[src/rtl/ball_pkg.sv]
// Shared constants and types for the ball launcher.
// Positions are kept in quarter-pixel fixed point inside the launcher;
// the *_Q constants below are the same quantities already scaled by 4.
// Optional feature macro used by ball_launcher: BALL_TRAIL_EN.
package ball_pkg;

    localparam int START_X   = 42;
    localparam int START_Y   = 425;
    localparam int GROUND_Y  = 425;
    localparam int X_MAX     = 639;
    localparam int GRAVITY   = 1;
    localparam int HOLD      = 32;
    localparam int SCREEN_W  = 640;
    localparam int BALL_SIZE = 4;
    localparam int TRAIL_LEN = 4;

    typedef enum logic [1:0] {
        IDLE,
        FLIGHT,
        LANDED
    } state_t;

    localparam logic [11:0]        X_START_Q = 12'(4 * START_X);
    localparam logic [10:0]        Y_START_Q = 11'(4 * START_Y);
    localparam logic signed [12:0] GROUND_Q  = 13'(4 * GROUND_Y);
    localparam logic signed [12:0] X_EDGE_Q  = 13'(4 * SCREEN_W);
    localparam logic [11:0]        X_MAX_Q   = 12'(4 * X_MAX);
    localparam logic [4:0]         HOLD_LAST = 5'(HOLD - 1);

    // Launch speed component: (power + 1) * angle steps, in quarter-pixels per tick.
    function automatic logic [6:0] scale_speed(input logic [2:0] vel, input logic [4:0] steps);
        return 7'((8'(vel) + 8'd1) * 8'(steps));
    endfunction

endpackage

[src/rtl/ball_pixel.sv]
// Registered 4x4 sprite hit test against the current VGA pixel coordinate.
// The hit output lags the pixel coordinate by one clock.
module ball_pixel
    import ball_pkg::*;
(
    input  logic       clk,
    input  logic       rst,
    input  logic [9:0] px,
    input  logic [9:0] py,
    input  logic [9:0] obj_x,
    input  logic [9:0] obj_y,
    output logic       hit
);

    logic [10:0] x_end;
    logic [10:0] y_end;
    logic        in_x;
    logic        in_y;

    // Widened end coordinates so objects near the 10-bit limit do not wrap.
    assign x_end = {1'b0, obj_x} + 11'(BALL_SIZE);
    assign y_end = {1'b0, obj_y} + 11'(BALL_SIZE);
    assign in_x  = (px >= obj_x) && ({1'b0, px} < x_end);
    assign in_y  = (py >= obj_y) && ({1'b0, py} < y_end);

    // Register the hit so the pixel output is glitch-free and one clock behind.
    always_ff @(posedge clk) begin
        if (rst) begin
            hit <= 1'b0;
        end else begin
            hit <= in_x && in_y;
        end
    end

endmodule

[src/rtl/ball_launcher.sv]
// Projectile launcher: a ball fired from the start point with a chosen power
// and angle, stepped once per frame tick under constant gravity until it hits
// the ground or the right screen edge, held there, then returned to start.
// Optional feature macro: BALL_TRAIL_EN (4-entry motion trail display).
module ball_launcher
    import ball_pkg::*;
(
    input  logic       clk,
    input  logic       rst,
    input  logic       update,
    input  logic       fire,
    input  logic [2:0] Vel,
    input  logic [4:0] Ang,
    input  logic [9:0] xCount,
    input  logic [9:0] yCount,
    output logic       ball,
    output logic       trail,
    output logic [9:0] ball_x,
    output logic [8:0] ball_y,
    output logic       busy,
    output logic       landed
);

    state_t             state_q, state_d;
    logic [11:0]        x_q, x_d;
    logic [10:0]        y_q, y_d;
    logic [6:0]         vx_q, vx_d;
    logic signed [7:0]  vy_q, vy_d;
    logic               armed_q, armed_d;
    logic [4:0]         hold_q, hold_d;
    logic               landed_d;

    logic [6:0]         vx_launch;
    logic [6:0]         vy_launch;
    logic signed [12:0] nx;
    logic signed [12:0] ny;
    logic               hit_ground;
    logic               hit_edge;

    // Launch velocity split: horizontal share shrinks as the angle step rises.
    assign vx_launch = scale_speed(Vel, 5'd16 - Ang);
    assign vy_launch = scale_speed(Vel, Ang);

    // Candidate next position in 13-bit signed so ceiling overshoot shows as negative.
    assign nx = $signed({1'b0, x_q}) + $signed({6'b0, vx_q});
    assign ny = $signed({2'b0, y_q}) - 13'(vy_q);

    assign hit_ground = ny > GROUND_Q;
    assign hit_edge   = nx >= X_EDGE_Q;

    assign ball_x = x_q[11:2];
    assign ball_y = y_q[10:2];
    assign busy   = (state_q != IDLE);

    // Next-state and motion datapath; nothing moves except on update ticks.
    always_comb begin
        state_d  = state_q;
        x_d      = x_q;
        y_d      = y_q;
        vx_d     = vx_q;
        vy_d     = vy_q;
        armed_d  = armed_q;
        hold_d   = hold_q;
        landed_d = 1'b0;

        if (update) begin
            if (fire) begin
                armed_d = 1'b1;
            end

            case (state_q)
                IDLE: begin
                    if (!fire && armed_q) begin
                        vx_d    = vx_launch;
                        vy_d    = $signed({1'b0, vy_launch});
                        x_d     = X_START_Q;
                        y_d     = Y_START_Q;
                        armed_d = 1'b0;
                        state_d = FLIGHT;
                    end
                end

                FLIGHT: begin
                    vy_d = vy_q - 8'(GRAVITY);
                    if (hit_ground) begin
                        x_d      = nx[11:0];
                        y_d      = GROUND_Q[10:0];
                        hold_d   = 5'd0;
                        landed_d = 1'b1;
                        state_d  = LANDED;
                    end else if (hit_edge) begin
                        x_d      = X_MAX_Q;
                        y_d      = (ny < 0) ? 11'd0 : ny[10:0];
                        hold_d   = 5'd0;
                        landed_d = 1'b1;
                        state_d  = LANDED;
                    end else begin
                        x_d = nx[11:0];
                        y_d = (ny < 0) ? 11'd0 : ny[10:0];
                    end
                end

                LANDED: begin
                    if (hold_q == HOLD_LAST) begin
                        hold_d  = 5'd0;
                        x_d     = X_START_Q;
                        y_d     = Y_START_Q;
                        state_d = IDLE;
                    end else begin
                        hold_d = hold_q + 5'd1;
                    end
                end

                default: begin
                    state_d = IDLE;
                end
            endcase
        end
    end

    // State and motion registers; reset puts the ball back at the start, disarmed.
    always_ff @(posedge clk) begin
        if (rst) begin
            state_q <= IDLE;
            x_q     <= X_START_Q;
            y_q     <= Y_START_Q;
            vx_q    <= 7'd0;
            vy_q    <= 8'sd0;
            armed_q <= 1'b0;
            hold_q  <= 5'd0;
            landed  <= 1'b0;
        end else begin
            state_q <= state_d;
            x_q     <= x_d;
            y_q     <= y_d;
            vx_q    <= vx_d;
            vy_q    <= vy_d;
            armed_q <= armed_d;
            hold_q  <= hold_d;
            landed  <= landed_d;
        end
    end

    ball_pixel u_ball (
        .clk   (clk),
        .rst   (rst),
        .px    (xCount),
        .py    (yCount),
        .obj_x (ball_x),
        .obj_y ({1'b0, ball_y}),
        .hit   (ball)
    );

`ifdef BALL_TRAIL_EN
    logic [1:0]           tcnt_q;
    logic [9:0]           tx_q [TRAIL_LEN];
    logic [8:0]           ty_q [TRAIL_LEN];
    logic [TRAIL_LEN-1:0] trail_hit;
    logic                 launch_tick;
    logic                 flight_tick;
    logic                 idle_return;

    assign launch_tick = update && (state_q == IDLE) && (state_d == FLIGHT);
    assign flight_tick = update && (state_q == FLIGHT);
    assign idle_return = update && (state_q == LANDED) && (state_d == IDLE);

    // Trail history: every 4th flight tick the current position is pushed in.
    always_ff @(posedge clk) begin
        if (rst) begin
            tcnt_q <= 2'd0;
            for (int i = 0; i < TRAIL_LEN; i++) begin
                tx_q[i] <= 10'(START_X);
                ty_q[i] <= 9'(START_Y);
            end
        end else begin
            if (launch_tick) begin
                tcnt_q <= 2'd0;
            end else if (flight_tick) begin
                tcnt_q <= tcnt_q + 2'd1;
            end

            if (idle_return) begin
                for (int i = 0; i < TRAIL_LEN; i++) begin
                    tx_q[i] <= 10'(START_X);
                    ty_q[i] <= 9'(START_Y);
                end
            end else if (flight_tick && (tcnt_q == 2'd3)) begin
                tx_q[0] <= ball_x;
                ty_q[0] <= ball_y;
                for (int i = 1; i < TRAIL_LEN; i++) begin
                    tx_q[i] <= tx_q[i-1];
                    ty_q[i] <= ty_q[i-1];
                end
            end
        end
    end

    for (genvar g = 0; g < TRAIL_LEN; g++) begin : g_trail
        ball_pixel u_trail (
            .clk   (clk),
            .rst   (rst),
            .px    (xCount),
            .py    (yCount),
            .obj_x (tx_q[g]),
            .obj_y ({1'b0, ty_q[g]}),
            .hit   (trail_hit[g])
        );
    end

    assign trail = |trail_hit;
`else
    assign trail = 1'b0;
`endif

endmodule

[config.mk]
export PLATFORM = sky130hd
export DESIGN_NAME = ball_launcher
export DESIGN_NICKNAME = d
export VERILOG_FILES = /design/src/rtl/ball_pkg.sv /design/src/rtl/ball_pixel.sv /design/src/rtl/ball_launcher.sv
export SDC_FILE = /design/constraint.sdc
export NUM_CORES = 1
export LEC_CHECK = 0
export BUFFER_PORTS_ARGS = -buffer_cell sky130_fd_sc_hd__buf_2
export CAP_MARGIN = 25
export CORE_UTILIZATION = 25
export DETAILED_ROUTE_END_ITERATION = 16
export GPL_TIMING_DRIVEN = 0
export MAX_ROUTING_LAYER = met4
export PLACE_DENSITY = 0.53
export SYNTH_ARGS = -nofsm -noshare
export SYNTH_HDL_FRONTEND = slang
export SYNTH_SLANG_ARGS = --single-unit
[constraint.sdc]
create_clock -name clk -period 3.9 [get_ports clk]
set_input_delay 0.39 -clock clk [delete_from_list [all_inputs] [get_ports clk]]
set_output_delay 0.39 -clock clk [all_outputs]
set_load 0.02 [all_outputs]
======== Word-level counts from Yosys, hierarchy flattened ========
Cells that the tools add are included.
word-level totals
  register bits after elaboration ......... 48
  input bits .............................. 32
  logic and storage cells ................. 76
cells by class
  $add $sub $neg .......................... 8
  $mul .................................... 2
  $lt $le $gt $ge ......................... 7
  equal/unequal tests ..................... 6
  multiplexer cells ....................... 26
  bitwise gates (word level) .............. 2
  reduce and logical (&&, ||, !) cells .... 16
operators with widths
  cell                                                   count
  2-to-1 mux 12 bit                                      4
  2-to-1 mux 11 bit                                      4
  case mux 12 bit (3 select lines)                       1
  case mux 11 bit (3 select lines)                       1
  < comparator 10 x 11 -> 1 bit                          2
  case mux 8 bit (2 select lines)                        1
  2-to-1 mux 5 bit                                       3
  adder 12 x 7 -> 13 bit                                 1
  >= comparator 13 bit (second input constant)           1
  > comparator 13 x 12 -> 1 bit (second input constant)  1
  < comparator 13 x 1 -> 1 bit (second input constant)   1
  subtractor 12 x 8 -> 13 bit                            1
  adder 10 x 3 -> 11 bit (second input constant)         1
  adder 9 x 3 -> 10 bit (second input constant)          1
  >= comparator 10 bit                                   1
  >= comparator 10 x 9 -> 1 bit                          1
  case mux 5 bit (2 select lines)                        1
  AND reduction 3 bit                                    3
  multiplier 8 x 5 -> 7 bit                              1
  2-to-1 mux 2 bit                                       4
  2-to-1 mux 8 bit                                       1
  AND reduction 4 bit                                    2
  subtractor 8 x 2 -> 8 bit (second input constant)      1
  multiplier 4 x 5 -> 7 bit                              1
  17 further kinds                                       28

======== Longest topological paths before layout ========
Gate-level depths: netlist (run 1).
  depth after elaboration ................. 5
  gate-level depth with buffers ........... 16
  mapped depth without buffers ............ 16

======== By module ========
A second synthesis (run 1) with hierarchy kept.
unflattened totals
  cells, all modules ...................... 661
  area total of the unflattened synthesis .. 5263.8 um2
by module, submodules not included
  module         times used  cells each  area each (um2)  sequential area each (um2)
  ball_launcher  1           522         4157.7           940.9
  ball_pixel     1           139         1106.1           20.0

======== Worst setup path after synthesis (run 1) ========
No wires, ideal clock.
  path type ............................... in2reg
  start ................................... input port Vel[0]
  end ..................................... register vy_q[6]
  arrival ................................. 3.611 ns
  required time ........................... 3.814 ns
  path slack .............................. 0.204 ns
  stages on the path ...................... 14
  path buffers ............................ 2
  path through ............................ clkbuf_1 > and3_1 > clkbuf_1 > nand2_1 > fa_1 > fa_1 > inv_1 > fa_1 > a21o_1 > a21oi_1 > xor2_1 > xnor2_1 > o21ai_0 > a211oi_1
on the way
  word-level cells in the longest chain between the ends .. 4
RTL lines
  element                          RTL line              source
  from (decl)                      ball_launcher.sv:12   input logic [2:0] Vel,
  adder 3 x 1 -> 4 bit             ball_pkg.sv:32        return 7'((8'(vel) + 8'd1) * 8'(steps));
  multiplier 4 x 5 -> 7 bit        ball_pkg.sv:32
  2-to-1 mux 8 bit                 ball_launcher.sv:73   if (!fire && armed_q) begin
  case mux 8 bit (2 select lines)  ball_launcher.sv:71   case (state_q)
  to (signal assigned)             ball_launcher.sv:137  vy_q <= vy_d;
  to (decl)                        ball_launcher.sv:28   logic signed [7:0] vy_q, vy_d;
Every way passes these cells. The select of a mux whose other input is x is not followed.
A chain may end at the register's enable or synchronous reset.

======== Final worst setup path (run 1) ========
Same ends and word-level chain as after synthesis.

==> flow_metrics.py, run 1 <==
metrics = {
    "critical_path": {
        "critPathMostFrequentCell": "fa_1",
        "end_kind": "register",
        "rr_startpoint": "x_q[0]$_SDFFE_PP0P_",
        "cp_slowest_cell": "fa_1",
        "cp.arrival_ns": 3.88,
        "reg2reg_to": "hold_q[4]$_SDFFE_PP0P_",
        "criticalPathCategory": "in -> reg",
        "r2r_slack_ns": 0.52,
        "cp_max_fo": 10,
        "cp_slowest_stage_delay_ns": 0.54,
        "required_ns": 4.11,
        "rr_worst_depth": 11,
        "crit_chain": "buf_2 > clkbuf_2 > and3_1 > nand2_1 > fa_1 > fa_1 > inv_1 > fa_1 > a21o_1 > a21oi_1 > xor2_1 > xnor2_1 > o21ai_0 > a211oi_1",
        "crit_path_start_kind": "input pin",
    },
    "power_and_ir_drop": {
        "p_int_w": 0.00102,
        "comb_power_share_pct": 40.4,
        "p_per_area_nw_per_um2": 267,
        "ir_drop_mv": 0.165,
        "switching_share_pct": 37.3,
        "p_seq_share_pct": 31.6,
        "power.leakage_nw": 2.61,
        "p_clk_share_pct": 28.0,
        "netSwitchingPower_w": 0.000608,
    },
    "placed_design": {
        "gp_congestion": 0.846,
        "port_buffers": 52,
        "post-dp-hpwl_um": 11000,
        "dpl.cell_count": 992,
    },
    "drt": {
        "wl_per_cell_um": 13.8,
        "drc_errors": 0,
        "ant_nets": 0,
        "routed_wl_um": 13800,
        "first_pass_iters": 6,
        "vias_per_cell": 4.82,
        "via_count": 4820,
        "drt_iter0_drc": 216,
    },
    "floorplanning": {
        "die_w_um": 148,
        "core_um2": 21000,
        "boundaryPins": 55,
        "dieHeight_um": 148,
        "dieArea_um2": 22000,
        "initial_utilization_pct": 25.5,
        "rows": 53,
    },
    "final_layout": {
        "stdcell_count": 999,
        "mostFrequentLayoutCell": "ha_1",
        "nets": 846,
        "final_cell_mix": "ha_1 (77), inv_1 (58), nand2_1 (57)",
        "antenna_cells": 0,
        "drive_gt1_share_pct": 14.5,
        "area_growth_pct": 14.1,
    },
    "worst_hold_path": {
        "hold_path_end": "armed_q$_SDFFE_PP0P_",
        "hold_class": "in -> reg",
        "whs_path_depth": 3,
        "hold_path_startpoint": "fire",
    },
    "timing": {
        "fin_setup_tns_ns": 0,
        "hold_viol": 0,
        "maxSlewViolCount": 0,
        "max_freq_mhz": 272,
        "timing.final.crit_period_ns": 3.67,
        "period_share_pct": 94.1,
        "worst_slew_pin_slew_ns": 0.851,
        "slew_headroom_pct": 43.3,
        "skew_ns": 0.00378,
        "setup_violations": 0,
        "rsz0062_at_grt": "false",
    },
    "synth": {
        "synth-xor-area-share_pct": 6.66,
        "netlist_area_um2": 5360,
        "synth_edf_count": 0,
        "ys_ff_latch": 48,
        "muxShareOfSynthArea_pct": 0.747,
        "syn_nets": 788,
        "synthSimpleGateAreaFrac_pct": 17.1,
        "ys.flop_type": "dfxtp_1",
        "synth_compound_area_share_pct": 25.6,
        "async_reset_ff_share_pct": 0,
        "yosys.area.top_type_share_pct": 18.0,
        "yosys.area.top_type": "ha_1",
        "synth_top_family_by_area": "compound AO/OA/AOI/OAI gates",
        "synth_adder_area_share_pct": 23.2,
        "avgSynthCellArea_um2": 8.06,
        "yosysSeqAreaShare_pct": 17.9,
        "synth_cells": 665,
        "yosys-top-cells-area": "ha_1 (18%), dfxtp_1 (18%), a21oi_1 (5.2%)",
        "yosysUniqueCellTypes": 80,
        "ys_warn_count": 0,
    },
    "clock_network": {
        "clock-sinks": 48,
        "tritoncts": "built",
        "cts_max_path_buffers": 2,
        "cts_buffers": 5,
        "cts_root_buf": "clkbuf_16",
        "ctsHtreeMaxLevel": 2,
        "clk_pin_slew_ns": 0.06,
        "insertion_delay_ns": 0.30,
    },
    "outcome": {
        "outcome": "complete, no violations",
    },
    "global_route": {
        "globalRouteTotalUtil_pct": 13.3,
        "grt_pass1_wl_um": 23100,
        "grt_overflow": 0,
        "grt_antenna_before_repair": 0,
        "grt_pass1_vias": 4585,
        "grt_max_degree": 14,
    },
    "flow_run": {
        "cap_violations": 0,
    },
}
## worst max-delay path by stage
stage / end / cells past startpoint / start
detailed placement: vy_q[6]$_SDFFE_PP0P_ / 15 / Vel[0]
floorplan: vy_q[6]$_SDFFE_PP0P_ / 14 / Vel[0]
CTS: vy_q[6]$_SDFFE_PP0P_ / 14 / Vel[0]
global placement: vy_q[6]$_SDFFE_PP0P_ / 15 / Vel[0]
finish: vy_q[6]$_SDFFE_PP0P_ / 14 / Vel[0]
global route: vy_q[6]$_SDFFE_PP0P_ / 14 / Vel[0]
## state kept, by name, indices dropped and copies added (netlist names)
name        cells
u_ball.hit      1
state_q         2
armed_q         1
landed          1
vy_q            8
hold_q          5
vx_q            7
y_q            11
x_q            12
## power groups by stage
stage | sequential, W | combinational [W] | clock [W]
finish | 0.000516 | 0.000659 | 0.000456
global route | 0.000518 | 0.000737 | 0.000482
CTS | 0.000516 | 0.000661 | 0.000467
detailed placement | 0.000527 | 0.000656 | 0
global placement | 0.000527 | 0.000657 | 0
floorplan | 0.000523 | 0.000489 | 0
## metrics by stage
step	setup WS (ns)	util [%]	hold slack (ns)	power [W]	instance area, um^2
floorplan	0.204	-	0.436	0.00101	5360
global placement	-0.385	28.4	0.444	0.00118	5960
detailed placement	-0.373	28.4	0.451	0.00118	5960
CTS	0.0835	29.1	0.385	0.00164	6110
global route	0.00146	29.1	0.407	0.00174	6110
finish	0.230	29.1	0.393	0.00163	6110
## synthesized netlist by cell type (11+ instances only)
cell and instances:
nor2b_1 11, ha_1 77, o21ai_0 30, inv_1 58, clkbuf_1 18, a211oi_1 15
xnor2_1 28, a21oi_1 56, fa_1 14, dfxtp_1 48, nand2_1 57, nand3_1 16
nor3_1 16, nor2_1 46, buf_4 21
## layout make-up
type,instances,area (um^2)
fillers,2276,14900
inverters,58,218
repair buffers,52,260
flip-flops and latches,48,961
multi-input cells,516,3940
well taps,275,344
plain buffers,42,246
clock buffers,8,146
## per-layer routing
layer  vias to the layer above  track usage [%]  wire length [um]
met5                         -                -                 0
met4                         0             2.63               104
met3                         9             1.69               452
met2                        72             20.1              6140
met1                      2263             18.9              7140
li1                       2476                -                 -
## critical path, delay by kind of cell
family                   cells  cell delay (ns)
adder cells (fa/ha/maj)      3             1.52
AO/OA/AOI/OAI                4             0.72
AND/OR/NAND/NOR              2             0.53
buffers and inverters        3             0.37
XOR/XNOR                     2             0.36
## cells by family after synthesis
family | count (synthesis)
AOI/OAI and AO/OA | 193
xor gates and xnor gates | 39
adders and majority gates | 91
buffers and inverters | 101
DFF | 48
muxes | 4
other | 1
and+or+nand+nor | 188
## repair_timing
item / 4_1_cts / 5_1_grt
gates resized for setup: 1 / 1
hold buffers: 0 / 0
hold endpoints to repair: 0 / 0
pin swaps: 0 / 0
setup endpoints to repair: 1 / 2
cloned: 0 / 0
buffers inserted: 0 / 0
Note: power is estimated with default switching activity, not from simulation.
==> run 2, diff against run 1 <==
Settings changed: GPL_TIMING_DRIVEN 0 to default.
==> run 2 against run 1 <==
  * First-iteration DRC count is 6.0% lower
  * Via count shrank 2.7%
  * Combinational power down 3%
  * Clock skew about the same
  * Critical path depth stayed put
  * Die area did not move
==> flow_metrics.py, run 2 (synthesized netlist as in run 1, its figures left out) <==
metrics = {
    "timing": {
        "maxSlewViolCount": 0,
        "setup_violations": 0,
        "hold_viol": 0,
        "skew_ns": 0.00369,
        "timing.final.crit_period_ns": 3.43,
        "period_share_pct": 88.0,
        "rsz0062_at_grt": "false",
        "slew_headroom_pct": 51.6,
        "worst_slew_pin_slew_ns": 0.722,
        "max_freq_mhz": 291,
        "fin_setup_tns_ns": 0,
    },
    "global_route": {
        "grt_overflow": 0,
        "grt_antenna_before_repair": 0,
        "grt_pass1_wl_um": 22500,
        "globalRouteTotalUtil_pct": 13.0,
        "grt_pass1_vias": 4488,
        "grt_max_degree": 31,
    },
    "final_layout": {
        "nets": 817,
        "fin_area_um2": 5970,
        "mostFrequentLayoutCell": "ha_1",
        "drive_gt1_share_pct": 13.5,
        "fill_cells": 2257,
        "area_growth_pct": 11.5,
        "top_register": "x_q",
        "final_cell_mix": "ha_1 (77), inv_1 (58), nand2_1 (57)",
        "reg.largest.list": "x_q (12), y_q (11), vy_q (8)",
        "largest_reg_flops": 12,
        "final_util_pct": 28.4,
    },
    "clock_network": {
        "postCtsHoldBufs": 0,
        "cts_setup_buffers": 0,
        "clock-sinks": 48,
        "cts_root_buf": "clkbuf_16",
        "cts-resized-gates": 0,
        "cts_buffers": 5,
        "clk_pin_slew_ns": 0.07,
        "insertion_delay_ns": 0.30,
        "cts_max_path_buffers": 2,
        "ctsHtreeMaxLevel": 2,
        "tritoncts": "built",
    },
    "power_and_ir_drop": {
        "p_per_area_nw_per_um2": 279,
        "total_power_w": 0.00167,
        "power.leakage_nw": 2.54,
        "ir_drop_mv": 0.173,
    },
    "placed_design": {
        "port_buffers": 53,
        "gp_congestion": 0.836,
        "post-dp-hpwl_um": 10700,
        "place_area_um2": 5810,
    },
    "critical_path": {
        "end_kind": "register",
        "cp_max_fo": 4,
        "cp.arrival_ns": 3.66,
        "reg2reg_to": "x_q[3]$_SDFFE_PP1P_",
        "r2r_slack_ns": 0.67,
        "required_ns": 4.12,
        "criticalPathCategory": "in -> reg",
        "rr_startpoint": "y_q[0]$_SDFFE_PP0P_",
        "crit_path_start_kind": "input pin",
        "rr_worst_depth": 12,
    },
    "worst_hold_path": {
        "hold_path_end": "armed_q$_SDFFE_PP0P_",
        "whs_path_depth": 3,
        "hold_class": "in -> reg",
        "hold_path_startpoint": "fire",
    },
    "drt": {
        "ant_nets": 0,
        "drc_errors": 0,
        "first_pass_iters": 4,
        "drt_iter0_drc": 203,
        "vias_per_cell": 4.83,
        "routed_wl_um": 13400,
        "via_count": 4689,
        "wl_per_cell_um": 13.8,
    },
    "floorplanning": {
        "dieArea_um2": 22000,
        "boundaryPins": 55,
        "initial_utilization_pct": 25.5,
        "core_um2": 21000,
        "dieHeight_um": 148,
        "die_w_um": 148,
        "rows": 53,
    },
    "outcome": {
        "outcome": "complete, no violations",
    },
    "flow_run": {
        "cap_violations": 0,
    },
}
-- run 2: changes by cell type in the layout (fill, tap and decap cells not counted) --
| cell | change |
|---|---|
| buf_1 | -2 |
| buf_4 | -9 |
| buf_6 | -1 |
| bufinv_16 | +1 |
| clkbuf_1 | -17 |
| clkbuf_2 | -1 |
| clkbuf_8 | -1 |
| clkinv_2 | +1 |
| diode_2 | +1 |
| xor2_1 | +1 |
| xor2_2 | -1 |
-- run 2: worst max-delay path by stage --
stage | end | startpoint | cells after the start | slack (ns)
2_1_floorplan | vy_q[6]$_SDFFE_PP0P_ | Vel[0] | 14 | 0.20
3_3_place_gp | vy_q[6]$_SDFFE_PP0P_ | Vel[0] | 14 | 0.18
3_5_place_dp | vy_q[6]$_SDFFE_PP0P_ | Vel[0] | 14 | 0.14
4_1_cts | vy_q[6]$_SDFFE_PP0P_ | Vel[0] | 14 | 0.45
5_1_grt | vy_q[6]$_SDFFE_PP0P_ | Vel[0] | 14 | 0.23
6_report | vy_q[6]$_SDFFE_PP0P_ | Vel[0] | 14 | 0.47
-- run 2: critical path: stages --
cell and delay [ns]:
buf_2 0.11, ha_1 0.19, xor2_1 0.31, nand2_1 0.13, fa_1 0.49, fa_1 0.54
inv_1 0.07, fa_1 0.45, a21o_1 0.19, a21oi_1 0.16, xor2_1 0.18, xnor2_1 0.14
o21ai_0 0.09, a211oi_1 0.22
-- run 2: per-stage QoR --
step                hold WS, ns  setup WS (ns)  cells
floorplan                 0.436          0.204    665
global placement          0.448          0.178    962
detailed placement        0.459          0.137    962
CTS                       0.399          0.453    970
global route              0.443          0.229    970
finish                    0.396          0.466    971
-- run 2: power breakdown --
part           total (W)  internal, W  switching [W]
combinational   0.000639     0.000260       0.000379
clock           0.000510     0.000302       0.000208
sequential      0.000518     0.000503      0.0000150
total            0.00167      0.00107       0.000601
-- run 2: area by class of cell --
class / instances / area [um^2] / share of cell area [%]
Tap cell: 275 / 344 / 5.76
Inverter: 58 / 218 / 3.64
Antenna cell: 1 / 2.50 / 0.0419
Clock inverter: 2 / 35.0 / 0.586
Timing Repair Buffer: 65 / 355 / 5.95
Multi-Input combinational cell: 516 / 3930 / 65.8
Clock buffer: 6 / 129 / 2.16
Sequential cell: 48 / 961 / 16.1
-- run 2: layer usage --
layer	up-vias	wire length [um]	track usage, %	part of all wire (%)
li1	2433	-	-	-
met1	2175	7130	18.2	53
met2	71	5820	19.7	43
met3	10	364	2.12	2.7
met4	0	108	2.42	0.80
met5	-	0	-	0
==> run 3, diff against run 2 <==
Settings changed: ABC_AREA from default to 1, SKIP_LAST_GASP from default to 1, TNS_END_PERCENT from default to 100.
==> run 3 against run 2 <==
  * Cell count rose by 11%
  * Critical path depth is 4 higher
  * First-iteration DRC count grew 18%
  * Area after synthesis fell by 0.42%
  * Global-route usage fell by 0.72 points
  * Clock power shrank 12%
  * Routed wire length fell by 5.9%
  * Clock skew is 0.0034 ns higher
  * Design area down 0.44%
  * Critical path type unchanged
  * Largest cell class unchanged
==> flow_metrics.py, run 3 <==
metrics = {
    "final_layout": {
        "stdcell_count": 1078,
        "fin_area_um2": 5950,
        "fill_cells": 2388,
        "nets": 925,
        "top_register": "x_q",
        "reg.largest.list": "x_q (12), y_q (11), vy_q (8)",
        "mostFrequentLayoutCell": "nand2_1",
        "largest_reg_flops": 12,
        "antenna_cells": 0,
        "final_cell_mix": "nand2_1 (153), inv_1 (115), ha_1 (77)",
        "drive_gt1_share_pct": 13.7,
        "area_growth_pct": 11.5,
    },
    "worst_hold_path": {
        "hold_path_end": "armed_q$_SDFFE_PP0P_",
        "hold_class": "in -> reg",
        "hold_path_startpoint": "fire",
        "whs_path_depth": 3,
    },
    "synth": {
        "synth_cells": 766,
        "netlist_area_um2": 5340,
        "syn_nets": 889,
        "yosysUniqueCellTypes": 45,
        "yosys.area.top_type_share_pct": 18.1,
        "ys.flop_type": "dfxtp_1",
        "yosys-top-cells-count": "nand2_1 (153), inv_1 (115), ha_1 (77)",
        "ys_warn_count": 0,
        "ys_ff_latch": 48,
        "yosys-top-cells-area": "ha_1 (18%), dfxtp_1 (18%), nand2_1 (11%)",
        "async_reset_ff_share_pct": 0,
        "synth_edf_count": 0,
        "yosys.area.top_type": "ha_1",
        "yosysSeqAreaShare_pct": 18.0,
        "avgSynthCellArea_um2": 6.96,
        "yosys.cell_count.top_type": "nand2_1",
    },
    "clock_network": {
        "cts_max_path_buffers": 2,
        "cts_root_buf": "clkbuf_16",
        "clk_pin_slew_ns": 0.07,
        "cts-resized-gates": 0,
        "clock-sinks": 48,
        "ctsHtreeMaxLevel": 2,
        "cts_setup_buffers": 0,
        "tritoncts": "built",
        "cts_buffers": 5,
        "insertion_delay_ns": 0.29,
        "postCtsHoldBufs": 0,
    },
    "placed_design": {
        "port_buffers": 53,
        "place_area_um2": 5800,
        "post-dp-hpwl_um": 10400,
        "gp_congestion": 0.887,
        "dpl.cell_count": 1070,
    },
    "timing": {
        "setup_violations": 0,
        "period_share_pct": 87.9,
        "rsz0062_at_grt": "false",
        "maxSlewViolCount": 0,
        "slew_headroom_pct": 49.2,
        "worst_slew_pin_slew_ns": 0.762,
        "timing.final.crit_period_ns": 3.43,
        "max_freq_mhz": 292,
        "fin_setup_tns_ns": 0,
        "hold_viol": 0,
        "skew_ns": 0.00708,
    },
    "critical_path": {
        "required_ns": 4.07,
        "end_kind": "register",
        "crit_path_start_kind": "input pin",
        "rr_startpoint": "y_q[0]$_SDFFE_PP0P_",
        "reg2reg_to": "x_q[5]$_SDFFE_PP1P_",
        "cp.arrival_ns": 3.60,
        "rr_worst_depth": 19,
        "criticalPathCategory": "in -> reg",
        "cp_max_fo": 3,
        "worstSetupStartpoint": "Vel[0]",
        "r2r_slack_ns": 1.35,
    },
    "power_and_ir_drop": {
        "p_int_w": 0.00147,
        "p_per_area_nw_per_um2": 489,
        "p_clk_share_pct": 15.5,
        "total_power_w": 0.00291,
        "p_seq_share_pct": 23.2,
        "netSwitchingPower_w": 0.00143,
        "switching_share_pct": 49.3,
        "comb_power_share_pct": 61.3,
        "ir_drop_mv": 0.231,
        "power.leakage_nw": 2.96,
    },
    "floorplanning": {
        "initial_utilization_pct": 25.5,
        "dieHeight_um": 148,
        "dieArea_um2": 21900,
        "core_um2": 21000,
        "boundaryPins": 55,
        "rows": 53,
        "die_w_um": 148,
    },
    "global_route": {
        "grt_pass1_vias": 4463,
        "globalRouteTotalUtil_pct": 12.3,
        "grt_pass1_wl_um": 21600,
        "grt_antenna_before_repair": 0,
        "grt_overflow": 0,
        "grt_max_degree": 36,
    },
    "drt": {
        "ant_nets": 0,
        "wl_per_cell_um": 11.7,
        "vias_per_cell": 4.38,
        "first_pass_iters": 4,
        "via_count": 4723,
        "drt_iter0_drc": 239,
        "routed_wl_um": 12600,
        "drc_errors": 0,
    },
    "outcome": {
        "outcome": "complete, no violations",
    },
    "flow_run": {
        "cap_violations": 0,
    },
}
[run 3: changes by cell type in the layout (fill, tap and decap cells not counted), moves of 13 or more]
| cell | before | now |
|---|---|---|
| nand2_2 | 0 | 13 |
| nand2_1 | 57 | 153 |
| inv_1 | 58 | 115 |
| nand3_1 | 16 | 37 |
| xor2_1 | 9 | 26 |
| nor2_1 | 46 | 65 |
| xnor2_1 | 28 | 10 |
[run 3: cell type report]
cell class	count	area, um^2	share of cell area (%)
Clock buffer	7	143	2.40
Inverter	119	447	7.51
Multi-Input combinational cell	566	3710	62.4
Clock inverter	1	7.51	0.126
Timing Repair Buffer	62	333	5.60
Tap cell	275	344	5.78
Sequential cell	48	961	16.2
[run 3: critical path, cell delays in order]
cell and delay (ns):
buf_2 0.11, ha_1 0.20, or2_2 0.27, nand2_1 0.08
inv_1 0.05, nand2_1 0.08, fa_1 0.45, fa_1 0.54
inv_1 0.06, fa_1 0.46, a21oi_1 0.16, nor2_1 0.05
nor2_1 0.10, xnor2_1 0.12, inv_1 0.06, or2_2 0.29
nand3_1 0.07, a31oi_1 0.07
[run 3: power by group through the flow]
stage	Clock, W	Combinational [W]	Sequential (W)
floorplan	0	0.00145	0.000651
global placement	0	0.00178	0.000689
detailed placement	0	0.00179	0.000688
CTS	0.000456	0.00180	0.000678
global route	0.000479	0.00204	0.000694
finish	0.000450	0.00178	0.000676
[run 3: kinds of logic after synthesis]
kind of cell    after synthesis  share of synthesized area (%)
compound gates              134                           14.8
flops                        48                           18.0
simple gates                304                           25.5
xor+xnor                     36                           5.91
fa+ha+maj                    91                           23.3
other cells                   1                         0.0703
buf+inv                     152                           12.4
[run 3: per-layer routing]
metal | vias up | wire length [um] | GRT usage [%]
met5 | - | 0 | -
li1 | 2537 | - | -
met2 | 74 | 5410 | 19.1
met4 | 0 | 72 | 1.86
met1 | 2107 | 6740 | 17.1
met3 | 5 | 411 | 1.84
[run 3: metrics by stage]
step	setup WS (ns)	util [%]	hold slack, ns
5_1_grt	0.237	28.4	0.373
4_1_cts	0.446	28.4	0.364
3_5_place_dp	0.144	27.7	0.461
3_3_place_gp	0.193	27.7	0.455
2_1_floorplan	0.315	-	0.443
6_report	0.472	28.4	0.362
[run 3: worst max-delay path by stage]
stage / to
after floorplan: vy_q[6]$_SDFFE_PP0P_
after global placement: vy_q[6]$_SDFFE_PP0P_
after detailed placement: vy_q[6]$_SDFFE_PP0P_
after CTS: vy_q[6]$_SDFFE_PP0P_
after global routing: vy_q[6]$_SDFFE_PP0P_
final: vy_q[6]$_SDFFE_PP0P_
